**src/rtl/ascon_round_scheduler_pkg.sv**
```systemverilog
// Shared types, sizing constants and the round-constant helper for the ASCON
// round scheduler.
package ascon_round_scheduler_pkg;

   localparam int MAX_ROUNDS = 12;
   localparam int IDX_WIDTH  = 4;
   localparam int RC_WIDTH   = 8;

   localparam logic [IDX_WIDTH-1:0] ROUNDS_MAX = IDX_WIDTH'(MAX_ROUNDS);
   localparam logic [IDX_WIDTH-1:0] LAST_IDX   = IDX_WIDTH'(MAX_ROUNDS - 1);

   typedef enum logic [1:0] {
      ST_IDLE = 2'd0,
      ST_RUN  = 2'd1,
      ST_DONE = 2'd2
   } sched_state_t;

   // ASCON constant: upper nibble is the inverted index, lower nibble the index.
   function automatic logic [RC_WIDTH-1:0] round_constant(input logic [IDX_WIDTH-1:0] idx);
      return {~idx, idx};
   endfunction

endpackage

```
**src/rtl/ascon_round_scheduler_if.sv**
```systemverilog
// Request handshake, datapath control and round outputs between the ASCON mode
// FSM (master) and the round scheduler (slave).
interface ascon_round_scheduler_if;
   import ascon_round_scheduler_pkg::*;

   logic                 req_valid;
   logic [IDX_WIDTH-1:0] req_rounds;
   logic                 req_ready;
   logic                 round_stall;
   logic                 abort;
   logic                 round_valid;
   logic [IDX_WIDTH-1:0] round_idx;
   logic [RC_WIDTH-1:0]  round_const;
   logic                 first_round;
   logic                 last_round;
   logic                 done;
   logic                 err;

   modport master (
      output req_valid, req_rounds, round_stall, abort,
      input  req_ready, round_valid, round_idx, round_const,
             first_round, last_round, done, err
   );

   modport slave (
      input  req_valid, req_rounds, round_stall, abort,
      output req_ready, round_valid, round_idx, round_const,
             first_round, last_round, done, err
   );

endinterface

```
**src/rtl/ascon_round_scheduler_round_counter.sv**
```systemverilog
// Loadable up-counter that stops at TERMINAL; load takes priority over enable.
module ascon_round_scheduler_round_counter #(
   parameter int                    DATA_WIDTH = 4,
   parameter logic [DATA_WIDTH-1:0] TERMINAL   = '1
) (
   input  logic                  i_clock,
   input  logic                  i_reset_n,
   input  logic                  i_load,
   input  logic [DATA_WIDTH-1:0] i_load_val,
   input  logic                  i_en,
   output logic [DATA_WIDTH-1:0] o_count,
   output logic                  o_terminal
);

   logic [DATA_WIDTH-1:0] r_count;

   always_ff @(posedge i_clock or negedge i_reset_n) begin
      if (!i_reset_n) begin
         r_count <= '0;
      end else if (i_load) begin
         r_count <= i_load_val;
      end else if (i_en && !o_terminal) begin
         r_count <= r_count + 1'b1;
      end
   end

   assign o_count    = r_count;
   assign o_terminal = (r_count == TERMINAL);

endmodule

```
**src/rtl/ascon_round_scheduler.sv**
```systemverilog
// Steps the ASCON round index from (12 - rounds) to 11 for one p^a/p^b call
// and emits the matching round constant.
//
// state   | meaning
// --------+-----------------------------------------------
// ST_IDLE | ready for a request; illegal counts pulse err
// ST_RUN  | round_idx/round_const valid, advancing on !stall
// ST_DONE | one-cycle done pulse, then back to idle
module ascon_round_scheduler
   import ascon_round_scheduler_pkg::*;
(
   input  logic                    i_clock,
   input  logic                    i_reset_n,
   ascon_round_scheduler_if.slave  bus
);

   sched_state_t         r_state;
   logic                 r_err;
   logic [IDX_WIDTH-1:0] r_first_idx;
   logic [RC_WIDTH-1:0]  r_rc;

   logic                 w_req_legal;
   logic                 w_load;
   logic [IDX_WIDTH-1:0] w_load_val;
   logic                 w_step;
   logic [IDX_WIDTH-1:0] w_count;
   logic                 w_terminal;

   assign w_req_legal = (bus.req_rounds != '0) && (bus.req_rounds <= ROUNDS_MAX);
   assign w_load      = (r_state == ST_IDLE) && bus.req_valid && w_req_legal;
   assign w_load_val  = ROUNDS_MAX - bus.req_rounds;
   assign w_step      = (r_state == ST_RUN) && !bus.abort && !bus.round_stall && !w_terminal;

   ascon_round_scheduler_round_counter #(
      .DATA_WIDTH (IDX_WIDTH),
      .TERMINAL   (LAST_IDX)
   ) u_round_counter (
      .i_clock    (i_clock),
      .i_reset_n  (i_reset_n),
      .i_load     (w_load),
      .i_load_val (w_load_val),
      .i_en       (w_step),
      .o_count    (w_count),
      .o_terminal (w_terminal)
   );

   always_ff @(posedge i_clock or negedge i_reset_n) begin
      if (!i_reset_n) begin
         r_state     <= ST_IDLE;
         r_err       <= 1'b0;
         r_first_idx <= '0;
         r_rc        <= '0;
      end else begin
         r_err <= 1'b0;
         case (r_state)
            ST_IDLE: begin
               if (bus.req_valid) begin
                  if (w_req_legal) begin
                     r_state     <= ST_RUN;
                     r_first_idx <= w_load_val;
                     r_rc        <= round_constant(w_load_val);
                  end else begin
                     r_err <= 1'b1;
                  end
               end
            end
            ST_RUN: begin
               // abort outranks both stall and the final-round exit
               if (bus.abort) begin
                  r_state <= ST_IDLE;
               end else if (!bus.round_stall) begin
                  if (w_terminal) begin
                     r_state <= ST_DONE;
                  end else begin
                     r_rc <= round_constant(w_count + 4'd1);
                  end
               end
            end
            ST_DONE: r_state <= ST_IDLE;
            default: r_state <= ST_IDLE;
         endcase
      end
   end

   assign bus.req_ready   = (r_state == ST_IDLE);
   assign bus.round_valid = (r_state == ST_RUN);
   assign bus.round_idx   = w_count;
   assign bus.round_const = r_rc;
   assign bus.first_round = (r_state == ST_RUN) && (w_count == r_first_idx);
   assign bus.last_round  = (r_state == ST_RUN) && w_terminal;
   assign bus.done        = (r_state == ST_DONE);
   assign bus.err         = r_err;

endmodule

```
**src/flat_wrapper.sv**
```systemverilog
// flat-port wrapper written by rule: the top's interface ports become plain ports
module ascon_round_scheduler_flat import ascon_round_scheduler_pkg::*;
  (i_clock, i_reset_n, bus_req_valid, bus_req_rounds, bus_round_stall, bus_abort, bus_req_ready, bus_round_valid, bus_round_idx, bus_round_const, bus_first_round, bus_last_round, bus_done, bus_err);
  ascon_round_scheduler_if bus_i ();
  input  logic i_clock;
  input  logic i_reset_n;
  input wire logic [$bits(bus_i.req_valid)-1:0] bus_req_valid;
  input wire logic [$bits(bus_i.req_rounds)-1:0] bus_req_rounds;
  input wire logic [$bits(bus_i.round_stall)-1:0] bus_round_stall;
  input wire logic [$bits(bus_i.abort)-1:0] bus_abort;
  output wire logic [$bits(bus_i.req_ready)-1:0] bus_req_ready;
  output wire logic [$bits(bus_i.round_valid)-1:0] bus_round_valid;
  output wire logic [$bits(bus_i.round_idx)-1:0] bus_round_idx;
  output wire logic [$bits(bus_i.round_const)-1:0] bus_round_const;
  output wire logic [$bits(bus_i.first_round)-1:0] bus_first_round;
  output wire logic [$bits(bus_i.last_round)-1:0] bus_last_round;
  output wire logic [$bits(bus_i.done)-1:0] bus_done;
  output wire logic [$bits(bus_i.err)-1:0] bus_err;
  assign bus_i.req_valid = bus_req_valid;
  assign bus_i.req_rounds = bus_req_rounds;
  assign bus_i.round_stall = bus_round_stall;
  assign bus_i.abort = bus_abort;
  assign bus_req_ready = bus_i.req_ready;
  assign bus_round_valid = bus_i.round_valid;
  assign bus_round_idx = bus_i.round_idx;
  assign bus_round_const = bus_i.round_const;
  assign bus_first_round = bus_i.first_round;
  assign bus_last_round = bus_i.last_round;
  assign bus_done = bus_i.done;
  assign bus_err = bus_i.err;
  ascon_round_scheduler u_core (.i_clock(i_clock), .i_reset_n(i_reset_n), .bus(bus_i));
endmodule
```
**config.mk**
```make
export PLATFORM = sky130hd
export DESIGN_NAME = ascon_round_scheduler_flat
export DESIGN_NICKNAME = d
export VERILOG_FILES = /design/src/rtl/ascon_round_scheduler_pkg.sv /design/src/rtl/ascon_round_scheduler_if.sv /design/src/rtl/ascon_round_scheduler_round_counter.sv /design/src/rtl/ascon_round_scheduler.sv /design/src/flat_wrapper.sv
export SDC_FILE = /design/constraint.sdc
export NUM_CORES = 1
export LEC_CHECK = 0
export ABC_AREA = 1
export CAP_MARGIN = 20
export CORE_MARGIN = 2
export CORE_UTILIZATION = 52
export DETAILED_ROUTE_END_ITERATION = 7
export PLACE_DENSITY = 0.8
export SYNTH_ARGS = -nofsm -noshare
export SYNTH_HDL_FRONTEND = slang
export SYNTH_SLANG_ARGS = --single-unit
```
**constraint.sdc**
```tcl
create_clock -name i_clock -period 2.1 [get_ports i_clock]
set_input_delay 0.63 -clock i_clock [delete_from_list [all_inputs] [get_ports i_clock]]
set_output_delay 0.63 -clock i_clock [all_outputs]
set_load 0.05 [all_outputs]
```
### Yosys cells after proc, flatten, opt, wreduce, memory -nomap -nowiden

Index checks and enable logic that the tools add are counted.

* output and inout port bits: 18
* bits in registers: 19
* input bits: 9
* logic and storage cells: 57

* eq/ne operators: 11
* reduce and logical (&&, ||, !) cells: 19
* muxes and demuxes: 17
* bitwise logic cells: 2
* order comparisons: 1
* $add $sub $neg: 2

Operators with widths (count)
* two-way mux 8 bit: 5
* case mux 8 bit (2 select lines): 1
* two-way mux 2 bit: 5
* logical AND 1 bit: 9
* two-way mux 4 bit: 2
* != test 2 bit, second input constant: 4
* NOT 4 bit: 2
* AND reduction 6 bit: 1
* adder 4 x 1 -> 4 bit, second input constant: 1
* equality test 4 bit: 1
* equality test 4 bit, second input constant: 1
* <= comparator 4 bit, second input constant: 1
* case mux 2 bit (2 select lines): 1
* AND reduction 4 bit: 1
* nonzero test 2 bit: 2
* nonzero test 4 bit: 1
* subtractor 4 bit, first input constant: 1
* zero test 1 bit: 3
* two-way mux 1 bit: 3
* != test 3 x 2 -> 1 bit, second input constant: 1
* != test 3 bit, second input constant: 1
* AND reduction 3 bit: 1
* equality test 2 x 1 -> 1 bit, second input constant: 1
* equality test 2 bit, second input constant: 1
* 2 further kinds: 2

### Logic depth before layout (Yosys ltp)

* depth in word-level cells: 7
* depth in mapped cells: 8
* depth with buffers taken out: 8

### Cells and area by module

A second synthesis with hierarchy kept.

* cells, all modules: 165
* area total of the unflattened synthesis: 1189.9 µm²

Modules (own cells, without submodules)
* ascon_round_scheduler: cells each 123, area an instance 908.4 µm², instances 1
* ascon_round_scheduler_round_counter: cells each 42, area an instance 281.5 µm², instances 1

### Worst setup path before layout

OpenSTA, ideal clock, no wires.

* path kind: register to output
* start point: register u_core.u_round_counter.r_count[1] (netlist: u_core.u_round_counter.o_count[1])
* end point: output bus_last_round
* data arrival time: 1.770 ns
* path buffers: 0
* setup slack: -0.300 ns
* cell stages (with the launch flop): 4
* required time: 1.470 ns
* cell sequence: dfrtp_1 -> ha_1 -> nand3_2 -> nor2_1

* word-level cells in the longest chain between the ends: 2

Ends and longest elaborated chain
* start: declaration: RTL line ascon_round_scheduler_round_counter.sv:15 `logic [DATA_WIDTH-1:0] r_count;`
* start signal: assignment: RTL line ascon_round_scheduler_round_counter.sv:21 `r_count <= i_load_val;`
* start signal: assignment: RTL line ascon_round_scheduler_round_counter.sv:23 `r_count <= r_count + 1'b1;`
* equality test 4 bit: RTL line ascon_round_scheduler_round_counter.sv:28 `assign o_terminal = (r_count == TERMINAL);`
* logical AND 1 bit: RTL line ascon_round_scheduler.sv:90 `assign bus.last_round = (r_state == ST_RUN) && w_terminal;`
* end: declaration: RTL line flat_wrapper.sv:16 `output wire logic [$bits(bus_i.last_round)-1:0] bus_last_round;`

Every way passes these cells.

### Worst setup path in the final report

* start point: register u_core.u_round_counter.r_count[2] (netlist: u_core.u_round_counter.o_count[2])
* end point: output bus_first_round

* word-level cells in the longest chain between the ends: 2

Ends and longest elaborated chain
* equality test 4 bit: RTL line ascon_round_scheduler.sv:89 `assign bus.first_round = (r_state == ST_RUN) && (w_count == r_first_idx);`
* logical AND 1 bit: RTL line ascon_round_scheduler.sv:89
* end: declaration: RTL line flat_wrapper.sv:15 `output wire logic [$bits(bus_i.first_round)-1:0] bus_first_round;`

Every way passes these cells.

==> metrics.md <==
| Metric | Value |
|---|---|
| CTS tree | done |
| Initial core utilization | 55.4% |
| Count of nets after finishing | 180 |
| Die area | 0.00249 mm² |
| Layout overhead on the synthesized area | 34.8% |
| Final Instance Area | 0.00148 mm² |
| Ys async rst share | 100% |
| Pins Over Slew Limit | 0 |
| Fmax achieved | 0.491 GHz |
| Final period util | 96.9% |
| Post-synth EDFFs | 0 |
| Total placed instance area | 0.00142 mm² |
| HP Start | u_core.r_first_idx[3]$_DFFE_PN0P_ |
| Clock skew | 3.57 ps |
| Root buffer cell | clkbuf_4 |
| Initial antenna violation count | 0 |
| Clk sinks | 19 |
| Core area | 0.00198 mm² |
| Most frequent cell after synthesis | nand2_1 |
| Leak Pwr | 0.000785 µW |
| Cell Area, Synth | 0.00110 mm² |
| Tightest Hold Check Type | reg2reg |
| Power per cell area | 1450 mW/mm² |
| CP max FO | 2 |
| Mean Syn Cell Area | 8.25 µm² |
| Top post-synthesis cells by area | dfrtp_1 43%, nand2_1 13%, nand3_1 8.7% |
| Worst Hold Path EP | u_core.r_first_idx[3]$_DFFE_PN0P_ |
| R2R Path End | u_core.bus.round_const[3]$_DFFE_PN0P_ |
| Final Critical Period | 2030 ps |
| Worst IR drop on VDD | 1320 µV |
| Crit. Startpoint | u_core.u_round_counter.o_count[2]$_DFFE_PN0P_ |
| WL/cell | 12.9 µm |
| Final Power | 2140 µW |
| RSZ-0062 raised after global routing | false |
| Register-to-register setup slack | 510 ps |
| Vias in the first global route | 975 |
| Placer Congestion | 0.802 |
| Syn nets | 144 |
| Mapped Cells | 133 |
| First-pass DRT Iterations | 4 |
| Non-filler instance count after layout | 195 |
| Ant diodes | 0 |
| Top FF cell, synth | dfrtp_1 |
| Row count | 16 |
| CTS H-Tree Depth | 1 |
| IO Pins | 27 |
| Grt total ovfl | 0 |
| Layout cell share with drive strength beyond 1 | 31.5% |
| Clock slew at reported path FFs | 120 ps |
| Startpoint Class | register |
| DP HPWL | 1920 µm |
| Finish-stage setup viols | 0 |
| Worst Hold Path Cells | 2 |
| First-pass GRT wire length | 4240 µm |
| Max clock buf depth | 2 |
| Nature of the critical path endpoint | output port |
| Max_slew headroom | 66.7% |
| Syn. warnings | 0 |
| Crit Path Class | reg2out |
| Synth Register Bits | 19 |
| Post-DRT Antenna Nets | 0 |
| Top-area cell type share of the netlist area | 43.3% |
| Total GRT Usage | 22.0% |
| Crit path DAT | 1400 ps |
| Max-cap violations | 0 |
| Initial DRC Count | 25 |
| DRT Wirelength | 2510 µm |
| Die H | 49.9 µm |
| R2R depth | 6 |
| Vias | 1016 |
| Launching point of the worst reg2reg path | u_core.u_round_counter.o_count[0]$_DFFE_PN0P_ |
| Area leader, netlist | dfrtp_1 |
| Cells after DPL | 189 |
| Largest net degree at the start of global routing | 20 |
| Post-route DRC violation count | 0 |
| Vias/cell | 5.21 |
| Chip Width | 49.9 µm |
| Worst-Margin Slew | 499 ps |
| Status | finished, final reports clean |
| Worst EP required | 1470 ps |
| TNS Setup | 0 ps |
| Final hold violations | 0 |
| Hold_ws | 507 ps |
| Seq/Total Area, Yosys | 43.3% |
| Top post-synthesis cells by count | 37 x nand2_1, 19 x dfrtp_1, 19 x nand3_1, 17 x inv_1, 6 x o21ai_0 |
| Distinct cells, synth | 25 |
| Clk Latency, worst-skew pair | 300 ps |
| IO Port Bufs | 26 |
| CTS buffer count | 3 |
## critical path, cell delays in order, from the launching register on
cell	delay, ps
dfrtp_1	430
xnor2_2	210
o2111ai_2	160
nor2_4	170
buf_12	140
## layer usage
layer	global-route usage [%]	wire length, µm	vias to the layer above
met5	0	0	-
met3	3.03	111	2
met2	38.2	1280	27
met4	6.48	23	0
li1	-	-	497
met1	28.3	1090	490
## logic make-up after synthesis
group | share of synthesized area [%]
and+or+nand+nor | 32.2
buffers and inverters | 11.3
adders and majority gates | 2.28
DFF | 43.3
AOI/OAI and AO/OA | 8.55
xor gates and xnor gates | 2.39
## sequential cells by signal, indices dropped and copies added (netlist names)
signal	count
u_core.bus.round_const	8
u_core.r_first_idx	4
u_core.u_round_counter.o_count	4
u_core.r_state	2
u_core.bus.err	1
## cells in the final DEF, fill, tap and decap left out, drive strengths merged, types with 2 or more instances in the layout
cell / count
ha: 2
nand3: 22
nor2: 6
clkdlybuf4s50: 8
inv: 18
nand2: 40
buf: 27
xnor2: 2
dfrtp: 19
clkbuf: 3
o21ai: 10
## layout make-up
| type | count | area (µm²) |
|---|---|---|
| multi-input combinational | 91 | 527 |
| sequential | 19 | 478 |
| tap | 27 | 33.8 |
| timing repair buffer | 36 | 345 |
| fill | 149 | 503 |
| clock buffer | 3 | 22.5 |
| clock inverter | 1 | 5.00 |
| inverter | 18 | 67.6 |
## where the power goes
part           leakage, µW  switching, µW  internal (µW)
Combinational     0.000532            854            456
Sequential        0.000235            127            510
Clock            0.0000177            120           70.9
## through the flow
| stage | util (%) | setup slack, ps |
|---|---|---|
| global route | 74.6 | 3.27 |
| detailed placement | 71.5 | -51.4 |
| finish | 74.6 | 65.4 |
| CTS | 73.7 | 30.8 |
| global placement | 71.5 | 0.128 |
| floorplan | - | 55.9 |
## worst max-delay path by stage
stage,end,cells past startpoint
6_report,bus_first_round,4
5_1_grt,bus_first_round,6
4_1_cts,bus_first_round,5
3_5_place_dp,u_core.u_round_counter.o_count[0]$_DFFE_PN0P_,8
3_3_place_gp,u_core.u_round_counter.o_count[0]$_DFFE_PN0P_,8
2_1_floorplan,bus_last_round,3
## timing repair
item | CTS | global route
hold buffers | 0 | 0
resized for setup | 2 | 4
setup endpoints to repair | 2 | 3
buffers inserted | 1 | 1
endpoints found under the hold margin | 0 | 0
pin swaps | 0 | 2
Note: power is estimated with default switching activity, not from simulation.
